### src/rtl/bitwise_pkg.sv
// Shared definitions for the bitwise result FIFO: entry layout and helpers.
package bitwise_pkg;

  localparam int ENTRY_W        = 10;
  // Bit offsets of each field inside a stored entry / out_data.
  localparam int OR_BITWISE_LSB = 7;
  localparam int OR_LOGICAL_BIT = 6;
  localparam int NOT_LSB        = 0;

  // Packed so the struct maps onto out_data MSB-first.
  typedef struct packed {
    logic [2:0] or_bitwise;
    logic       or_logical;
    logic [5:0] inv;
  } result_t;

  // The logical OR must agree with "any bit of the bitwise OR is set".
  function automatic logic is_consistent(input result_t r);
    return r.or_logical == (r.or_bitwise != 3'b000);
  endfunction

endpackage

### src/rtl/bitwise_fifo_mem.sv
// Entry storage: one write port, one combinational read port.
module bitwise_fifo_mem
  import bitwise_pkg::*;
#(
  parameter int DEPTH = 4,
  parameter int AW    = $clog2(DEPTH)
) (
  input  logic          clk,
  input  logic          we,
  input  logic [AW-1:0] wr_addr,
  input  result_t       wr_data,
  input  logic [AW-1:0] rd_addr,
  output result_t       rd_data
);

  result_t mem [DEPTH];

  // Write the accepted entry; contents are never cleared.
  always_ff @(posedge clk) begin
    if (we) begin
      mem[wr_addr] <= wr_data;
    end
  end

  // Read is asynchronous so the head entry falls through to the output.
  assign rd_data = mem[rd_addr];

endmodule

### src/rtl/bitwise_result_fifo.sv
// FIFO of operator-stage results with a saturating logical-true counter
// and a sticky consistency error flag.
module bitwise_result_fifo
  import bitwise_pkg::*;
#(
  parameter int DEPTH = 4
) (
  input  logic                     clk,
  input  logic                     reset,
  input  logic                     in_valid,
  output logic                     in_ready,
  input  logic [2:0]               in_or_bitwise,
  input  logic                     in_or_logical,
  input  logic [5:0]               in_not,
  output logic                     out_valid,
  input  logic                     out_ready,
  output logic [ENTRY_W-1:0]       out_data,
  output logic [$clog2(DEPTH):0]   count,
  output logic [7:0]               true_cnt,
  output logic                     err
);

  localparam int AW = $clog2(DEPTH);
  localparam int CW = AW + 1;
  localparam logic [CW-1:0] FULL_COUNT = CW'(DEPTH);

  logic [AW-1:0] wr_ptr_reg, wr_ptr_next;
  logic [AW-1:0] rd_ptr_reg, rd_ptr_next;
  logic [CW-1:0] count_reg, count_next;
  logic [7:0]    true_cnt_reg, true_cnt_next;
  logic          err_reg, err_next;

  result_t in_entry;
  result_t head_entry;
  logic    push;
  logic    pop;

  assign in_entry = '{or_bitwise: in_or_bitwise, or_logical: in_or_logical, inv: in_not};

  // Handshake flags depend only on the registered count, never on out_ready.
  assign in_ready  = (count_reg < FULL_COUNT);
  assign out_valid = (count_reg != '0);
  assign push      = in_valid && in_ready;
  assign pop       = out_valid && out_ready;

  bitwise_fifo_mem #(
    .DEPTH (DEPTH),
    .AW    (AW)
  ) u_mem (
    .clk     (clk),
    .we      (push),
    .wr_addr (wr_ptr_reg),
    .wr_data (in_entry),
    .rd_addr (rd_ptr_reg),
    .rd_data (head_entry)
  );

  assign out_data = head_entry;
  assign count    = count_reg;
  assign true_cnt = true_cnt_reg;
  assign err      = err_reg;

  // Next-state: pointers wrap naturally (power-of-two depth), count nets push/pop.
  always_comb begin
    wr_ptr_next   = wr_ptr_reg;
    rd_ptr_next   = rd_ptr_reg;
    count_next    = count_reg;
    true_cnt_next = true_cnt_reg;
    err_next      = err_reg;

    if (push) begin
      wr_ptr_next = wr_ptr_reg + 1'b1;
    end
    if (pop) begin
      rd_ptr_next = rd_ptr_reg + 1'b1;
    end

    case ({push, pop})
      2'b10:   count_next = count_reg + 1'b1;
      2'b01:   count_next = count_reg - 1'b1;
      default: count_next = count_reg;
    endcase

    if (push && in_or_logical && (true_cnt_reg != 8'hFF)) begin
      true_cnt_next = true_cnt_reg + 1'b1;
    end
    // Inconsistent results are still stored, only flagged.
    if (push && !is_consistent(in_entry)) begin
      err_next = 1'b1;
    end
  end

  // State register; reset discards everything in flight.
  always_ff @(posedge clk) begin
    if (reset) begin
      wr_ptr_reg   <= '0;
      rd_ptr_reg   <= '0;
      count_reg    <= '0;
      true_cnt_reg <= '0;
      err_reg      <= 1'b0;
    end else begin
      wr_ptr_reg   <= wr_ptr_next;
      rd_ptr_reg   <= rd_ptr_next;
      count_reg    <= count_next;
      true_cnt_reg <= true_cnt_next;
      err_reg      <= err_next;
    end
  end

endmodule

### config.mk
export PLATFORM = sky130hd
export DESIGN_NAME = bitwise_result_fifo
export DESIGN_NICKNAME = d
export VERILOG_FILES = /design/src/rtl/bitwise_pkg.sv /design/src/rtl/bitwise_fifo_mem.sv /design/src/rtl/bitwise_result_fifo.sv
export SDC_FILE = /design/constraint.sdc
export NUM_CORES = 1
export LEC_CHECK = 0
export BUFFER_PORTS_ARGS = -buffer_cell sky130_fd_sc_hd__buf_4
export CAP_MARGIN = 20
export CORE_MARGIN = 1
export CORE_UTILIZATION = 45
export CTS_CLUSTER_SIZE = 16
export DETAILED_ROUTE_END_ITERATION = 10
export PLACE_DENSITY_LB_ADDON = 0.1
export RECOVER_POWER = 25
export SETUP_SLACK_MARGIN = 0.1
export SYNTH_ARGS = -nofsm -noshare
export SYNTH_HDL_FRONTEND = slang
export SYNTH_SLANG_ARGS = --single-unit
### constraint.sdc
create_clock -name clk -period 3.67 [get_ports clk]
set_clock_uncertainty 0.1 [all_clocks]
set_input_delay 0.734 -clock clk [delete_from_list [all_inputs] [get_ports clk]]
set_output_delay 0.734 -clock clk [all_outputs]
set_load 0.01 [all_outputs]
==> results of run 1 <==
cell families (layout without fill, tap and decap cells):
logic type | count (synthesis) | count (layout)
AOI/OAI and AO/OA | 19 | 19
DFF | 58 | 58
and+or+nand+nor | 37 | 37
xor gates and xnor gates | 5 | 5
adders and majority gates | 7 | 7
muxes | 14 | 14
buffers and inverters | 16 | 61
layer usage:
metal	up-vias	track usage (%)	wire length (µm)
li1	677	-	-
met1	687	20.14	1795
met2	51	27.13	2104
met3	6	3.481	220
met4	0	13.21	72
met5	-	0	0
power by group:
| group | switching [mW] | total, mW | internal [mW] |
|---|---|---|---|
| clock | 0.227 | 0.564 | 0.337 |
| sequential | 0.0801 | 0.874 | 0.794 |
| combinational | 0.220 | 0.486 | 0.266 |
| total | 0.527 | 1.92 | 1.40 |
worst max-delay path, cell delays in order (launching register included):
cell and delay, ps:
dfxtp_1 760, mux4_2 600, buf_4 160
final cells by class:
| class | count | area share, % |
|---|---|---|
| sequential | 58 | 53.86 |
| clock buffer | 15 | 6.776 |
| tap | 70 | 3.021 |
| clock inverter | 1 | 0.1726 |
| timing repair buffer | 37 | 8.546 |
| multi-input combinational | 82 | 26.59 |
| inverter | 8 | 1.036 |
placed cells by master (no fill, tap or decap), types with 3 or more instances in the layout:
cell type	instances
nor3_1	3
clkbuf_8	14
edfxtp_1	40
inv_1	8
mux4_2	10
nor2_1	11
and2_1	5
buf_4	29
xor2_1	3
clkbuf_1	9
ha_1	6
dfxtp_1	18
a21oi_1	4
nand3_1	3
path summary, 6_finish.rpt:
| path | startpoint | to | slack (ps) | cells past startpoint |
|---|---|---|---|---|
| setup / recovery | register | out_data[7] | 990 | 2 |
| hold / removal | err | err | 400 | 2 |
| setup reg to reg | count[2] | count[2] | 1310 | 8 |
| hold reg to reg | err | err | 400 | 2 |
per-stage QoR:
| step | instances | instance area, µm² | worst slack, ps | power [mW] | hold slack (ps) |
|---|---|---|---|---|---|
| 6_report | 271 | 2899 | 990.9 | 1.924 | 401.0 |
| 5_1_grt | 271 | 2899 | 833.6 | 2.029 | 461.9 |
| 4_1_cts | 271 | 2929 | 903.2 | 1.958 | 396.8 |
| 3_5_place_dp | 255 | 2728 | 950.6 | 1.387 | 363.8 |
| 3_3_place_gp | 255 | 2728 | 1076 | 1.369 | 365.9 |
| 2_1_floorplan | 156 | 2406 | 1149 | 1.182 | 384.7 |
==> metrics.yaml, run 1 <==
fin_setup_tns_ps: 0
power_leakage_nw: 1.039
rows: 26
worstPathArrival_ps: 1850
multi_input_area_um2: 770.7
port_buffers: 37
netlist_area_um2: 2406
utilization_pct: 56.40
async_reset_ff_share_pct: 0
drt-total-wl_um: 4192
yosys-mux-area-fraction_pct: 11.28
worst_pin_slew_ps: 686.1
synth-edff-count: 40
synthToLayoutAreaGrowth_pct: 20.49
start_util_pct: 46.81
via_per_inst: 5.244
clockRootBuffer: "clkbuf_8"
synth-adder-area-share_pct: 3.952
globalplace.congestion: 0.7842
outcome: "completed"
drv_slew: 0
core_area_um2: 5140
yosys.area_share.simple_pct: 8.736
power_density_nw_per_um2: 663.8
drt_first_iter_violations: 53
dieArea_um2: 5643
cp-end-kind: "output port"
synth_top_family_by_area: "multiplexers"
vias: 1421
grt_max_degree: 21
die_y_um: 75.12
cts.clk_slew.worst_paths_ps: 60
crit_path_start_kind: "register"
largest_reg_flops: 40
io_pins: 38
syn_avg_cell_area_um2: 15.42
ys_ff_latch: 58
grt_setup_unrepaired: "no"
ys_types: 45
synth_compound_area_share_pct: 6.240
syn_nets: 177
grt_usage_pct: 16.98
drive_gt1_share_pct: 30.35
grt_overflow: 0
synth_area_leader_cell: "edfxtp_1"
first_global_vias: 1362
synth.most_common_cell: "edfxtp_1"
clock-sinks: 58
postCtsSetupRepairBufs: 0
die_x_um: 75.12
post-synth-top-area-fraction_pct: 49.92
yosysWarnings: 0
nFillCells: 457
postCtsHoldBufs: 0
irDropWorstVdd_uv: 449.0
relSlewSlack_pct: 54.20
ctsResizeCount: 0
setup.worst_path.class: "register to output port"
seq_area_frac_synth_pct: 64.90
hold_viol: 0
grt_pass1_wl_um: 6555
synth_cells: 156
synth_top_cells_by_area: "edfxtp_1 50%, dfxtp_1 15%, mux4_2 9.4%, ha_1 3.1%, nor2_1 1.7%"
fin_crit_ps: 2679
nets: 217
cts_tree: "done"
dr.pass1.iters: 4
fin_crit_sh_pct: 73.00
synth-xor-area-share_pct: 1.820
hold_path_class: "register to register"
cts_made_buffers: 9
post_drt_wl_per_cell_um: 15.47
clk_latency_ps: 320
antenna_found_initial: 0
ant_nets: 0
hpwl_um: 2771
max_freq_mhz: 373.3
cp_max_fo: 10
ys.flop_type: "edfxtp_1"
htree_levels: 3
drc: 0
insertedDiodeCount: 0
clockBufferDepth: 2
finalSetupViolCount: 0
worstPathRequired_ps: 2840
seq_area_um2: 1562
maxCapViolations: 0
ys_top_cells_by_count: "40 x edfxtp_1, 18 x dfxtp_1, 11 x nor2_1, 10 x mux4_2, 8 x inv_1"
(Power assumes the default switching activity.)
==> run 2: changes to the inputs <==
==> constraint.sdc (replaced) <==
create_clock -name clk -period 2.65 [get_ports clk]
set_clock_uncertainty 0.1 [all_clocks]
set_input_delay 0.53 -clock clk [delete_from_list [all_inputs] [get_ports clk]]
set_output_delay 0.53 -clock clk [all_outputs]
set_load 0.01 [all_outputs]
==> run 2 against run 1 <==
- flip-flop and latch count is the same
- clock-buffer cell count shrank 1
- clock power up 30%
- wire length grew 1.8%
- non-clock buffer count grew 1
- hold slack got worse by 70 ps
- highest routed layer unchanged
==> metrics.yaml, run 2 (synthesis gave the netlist of run 1 again) <==
outcome: "completed"
cp_max_fo: 9
drive_gt1_share_pct: 30.20
postCtsHoldBufs: 0
core_area_um2: 5140
worstPathArrival_ps: 2540
grt_usage_pct: 16.68
crit_path_start_kind: "register"
hold_start: "in_or_bitwise[0]"
maxCapViolations: 0
reg2reg_to: "count[2]"
nets: 218
insertedDiodeCount: 0
min_to: "u_mem.mem[2][7]"
finalSetupViolCount: 0
worst_pin_slew_ps: 561.3
grt_overflow: 0
worstPathRequired_ps: 2800
grt_max_degree: 21
start_util_pct: 46.81
irDropWorstVdd_uv: 459.2
fin_setup_tns_ps: 0
ant_nets: 0
power_density_nw_per_um2: 910.2
final_cell_mix: "40 x edfxtp_1, 30 x buf_4, 18 x dfxtp_1"
drt_first_iter_violations: 64
drt-total-wl_um: 4267
io_pins: 38
synthToLayoutAreaGrowth_pct: 20.02
antenna_found_initial: 0
placed_cells: 256
cp-end-kind: "register"
grt_setup_unrepaired: "no"
rows: 26
grt_pass1_wl_um: 6361
hold_path_class: "input pin to register"
postCtsSetupRepairBufs: 0
fin_crit_sh_pct: 90.13
hold_viol: 0
drc: 0
vias: 1454
fin_total_pwr_mw: 2.628
hpwl_um: 2829
power_leakage_nw: 1.035
die_y_um: 75.12
clockBufferDepth: 2
cts.clk_slew.worst_paths_ps: 60
reg2regPathDepth: 8
largest_reg_flops: 40
die_x_um: 75.12
via_per_inst: 5.346
clockRootBuffer: "clkbuf_8"
htree_levels: 3
max_freq_mhz: 418.7
first_global_vias: 1406
relSlewSlack_pct: 62.58
ctsResizeCount: 0
dieArea_um2: 5643
dr.pass1.iters: 4
min_path_cells: 1
drv_slew: 0
cts_made_buffers: 9
fin_crit_ps: 2389
globalplace.congestion: 0.7692
clock-sinks: 58
port_buffers: 37
stdcell_count: 272
setup.worst_path.class: "register to register"
reg2reg_slack_ps: 260
rr_startpoint: "count[2]"
cts_tree: "done"
clk_latency_ps: 320
post_drt_wl_per_cell_um: 15.69
layout_commonest_cell: "edfxtp_1"
## run 2: cell types whose count changed in the layout (fill, tap and decap cells not counted), sizes merged
cell    previous run  this run
clkinv             1         2
clkbuf            23        22
buf               29        30
## run 2: area by class of cell
class                   instances  area (µm²)
flip-flops and latches         58        1562
multi-input cells              82       770.7
inverters                       8       30.03
fillers                       453        2252
clock buffers                  14       172.7
well taps                      70       87.58
repair buffers                 38       255.2
clock inverters                 2       10.01
## run 2: how the worst max path moves through the flow
stage	startpoint	end	slack [ps]	depth (start not counted)
2_1_floorplan	in_valid	count[2]	330	9
3_5_place_dp	in_valid	count[2]	140	9
6_report	count[2]	count[2]	260	8
4_1_cts	count[2]	count[2]	250	8
5_1_grt	count[2]	count[2]	160	8
3_3_place_gp	in_valid	count[2]	250	9
## run 2: metal layers
metal  routed length [µm]  GRT usage, %  vias up
met5                    0             0        -
met4                  118         13.63        0
met3                  165         3.213       10
met2                 2128         28.23       42
met1                 1854         18.25      727
li1                     -             -      675
## run 2: critical path: stages, from the launching register on
cell     delay (ps)
dfxtp_1         460
and2b_2         320
inv_1            70
ha_1            190
inv_1            70
fa_1            370
xor2_1          160
or3_2           410
a21oi_1         170
## run 2: power by group
part           switching (mW)  internal [mW]  total, mW
logic                   0.345          0.377      0.723
registers              0.0749           1.10       1.17
clock network           0.318          0.413      0.732
## run 2: metrics by stage
stage          hold slack (ps)  cell area, µm²  utilization, %  setup slack, ps
3_5_place_dp             387.5            2735           53.21            136.8
5_1_grt                  329.2            2888           56.18            163.5
3_3_place_gp             368.1            2735           53.21            253.9
6_report                 330.8            2888           56.18            261.5
4_1_cts                  285.3            2918           56.77            253.1
2_1_floorplan            384.7            2406               -            333.1
==> run 3: changes to the inputs <==
--- a/config.mk
+++ b/config.mk
@@ -7,7 +7,10 @@
 export LEC_CHECK = 0
 export BUFFER_PORTS_ARGS = -buffer_cell sky130_fd_sc_hd__buf_4
 export CAP_MARGIN = 20
-export CORE_MARGIN = 1
+export CELL_PAD_IN_SITES_DETAIL_PLACEMENT = 0
+export CELL_PAD_IN_SITES_GLOBAL_PLACEMENT = 1
+export CORE_ASPECT_RATIO = 0.6
+export CORE_MARGIN = 3
 export CORE_UTILIZATION = 45
 export CTS_CLUSTER_SIZE = 16
 export DETAILED_ROUTE_END_ITERATION = 10
==> run 3 against run 2 <==
- first-iteration DRC count up 6.3%
- clock power up 16%
- flip-flop and latch count unchanged
- die area up 11%
- sequential share of layout area down 0.33 points
- highest routed layer unchanged
==> metrics.yaml, run 3 (synthesis gave the netlist of run 1 again) <==
outcome: "completed"
synthToLayoutAreaGrowth_pct: 20.75
hpwl_um: 2949
drc: 0
clockBufferDepth: 2
hold_path_class: "input pin to register"
clock-sinks: 58
drive_gt1_share_pct: 30.20
ant_nets: 0
cts_made_buffers: 9
drv_slew: 0
grt_max_degree: 21
whs_ps: 333.6
maxCapViolations: 0
cp_max_fo: 9
via_per_inst: 5.192
core_area_um2: 4850
insertedDiodeCount: 0
nFillCells: 381
first_global_vias: 1434
io_pins: 38
ctsResizeCount: 0
grt_setup_unrepaired: "no"
max_freq_mhz: 432.6
power_leakage_nw: 1.043
final_cell_mix: "40 x edfxtp_1, 30 x buf_4, 18 x dfxtp_1"
fin_crit_ps: 2311
dr.pass1.iters: 4
port_buffers: 37
rows: 19
clkPwrFrac_pct: 30.8
cts.clk_slew.worst_paths_ps: 60
nets: 218
post_drt_wl_per_cell_um: 16.23
fin_setup_tns_ps: 0
htree_levels: 3
finalSetupViolCount: 0
p_sw_share_pct: 27.07
seq_area_um2: 1562
dieArea_um2: 6289
vias: 1376
globalplace.congestion: 0.8541
die_y_um: 62.64
irDropWorstVdd_uv: 650.0
worst_pin_slew_ps: 542.4
postCtsHoldBufs: 0
postCtsSetupRepairBufs: 0
grt_overflow: 0
grt_pass1_wl_um: 6955
clockRootBuffer: "clkbuf_8"
largest_reg_flops: 40
crit_path_start_kind: "register"
multi_input_area_um2: 770.7
start_util_pct: 49.61
fin_crit_sh_pct: 87.22
worstPathArrival_ps: 2470
cts_tree: "done"
power_density_nw_per_um2: 944.4
setup.worst_path.class: "register to register"
cp-end-kind: "register"
pwr-share-comb_pct: 26.5
drt-total-wl_um: 4301
relSlewSlack_pct: 63.84
clk_latency_ps: 320
grt_usage_pct: 14.85
layout_commonest_cell: "edfxtp_1"
die_x_um: 100.4
drt_first_iter_violations: 68
p_switching_mw: 0.7427
hold_viol: 0
p_int_mw: 2.001
worstPathRequired_ps: 2810
pwr-share-seq_pct: 42.7
antenna_found_initial: 0
==> run 3: cell types whose count changed in the layout (fill, tap and decap cells not counted) <==
cell | previous run | this run
clkinvlp_4 | 0 | 1
clkinv_1 | 0 | 1
bufinv_16 | 0 | 2
clkbuf_1 | 10 | 9
clkbuf_8 | 12 | 9
==> run 3: through the flow <==
stage	instance area, µm²	std cells	setup slack [ps]	power [mW]	util [%]
2_1_floorplan	2406	156	333.1	1.636	-
3_3_place_gp	2726	249	244.5	1.908	56.22
3_5_place_dp	2726	249	183.7	1.939	56.22
4_1_cts	2935	265	316.9	2.789	60.53
5_1_grt	2905	265	182.0	2.901	59.91
6_report	2905	265	338.6	2.744	59.91
==> run 3: cell type report <==
class	count	area share [%]
inverter	8	1.034
multi-input combinational	82	26.53
clock inverter	6	2.799
tap	63	2.713
timing repair buffer	38	8.786
sequential	58	53.75
clock buffer	10	4.393
==> run 3: path summary, 6_finish.rpt <==
path / start / end / slack (ps) / cells past startpoint
setup reg to reg: count[2] / count[2] / 340 / 8
hold / removal: in_or_bitwise[0] / u_mem.mem[2][7] / 330 / 1
hold reg to reg: err / err / 380 / 2
setup / recovery: count[2] / count[2] / 340 / 8
==> run 3: worst max-delay path, cell delays in order, from the launching register on <==
cell     delay [ps]
dfxtp_1         450
and2b_2         310
inv_1            70
ha_1            180
inv_1            60
fa_1            380
xor2_1          160
or3_2           400
a21oi_1         140
==> run 3: power groups by stage <==
stage / logic [mW] / clock network (mW) / registers [mW]
2_1_floorplan: 0.461 / 0 / 1.18
3_3_place_gp: 0.726 / 0 / 1.18
3_5_place_dp: 0.747 / 0 / 1.19
4_1_cts: 0.751 / 0.864 / 1.17
5_1_grt: 0.800 / 0.915 / 1.19
6_report: 0.726 / 0.846 / 1.17
==> run 3: routing by layer <==
metal,track usage [%],up-vias,routed length [µm]
met5,0,-,0
met4,4.034,0,19
met3,7.358,2,266
met2,22.69,44,2005
met1,18.79,651,2011
li1,-,679,-
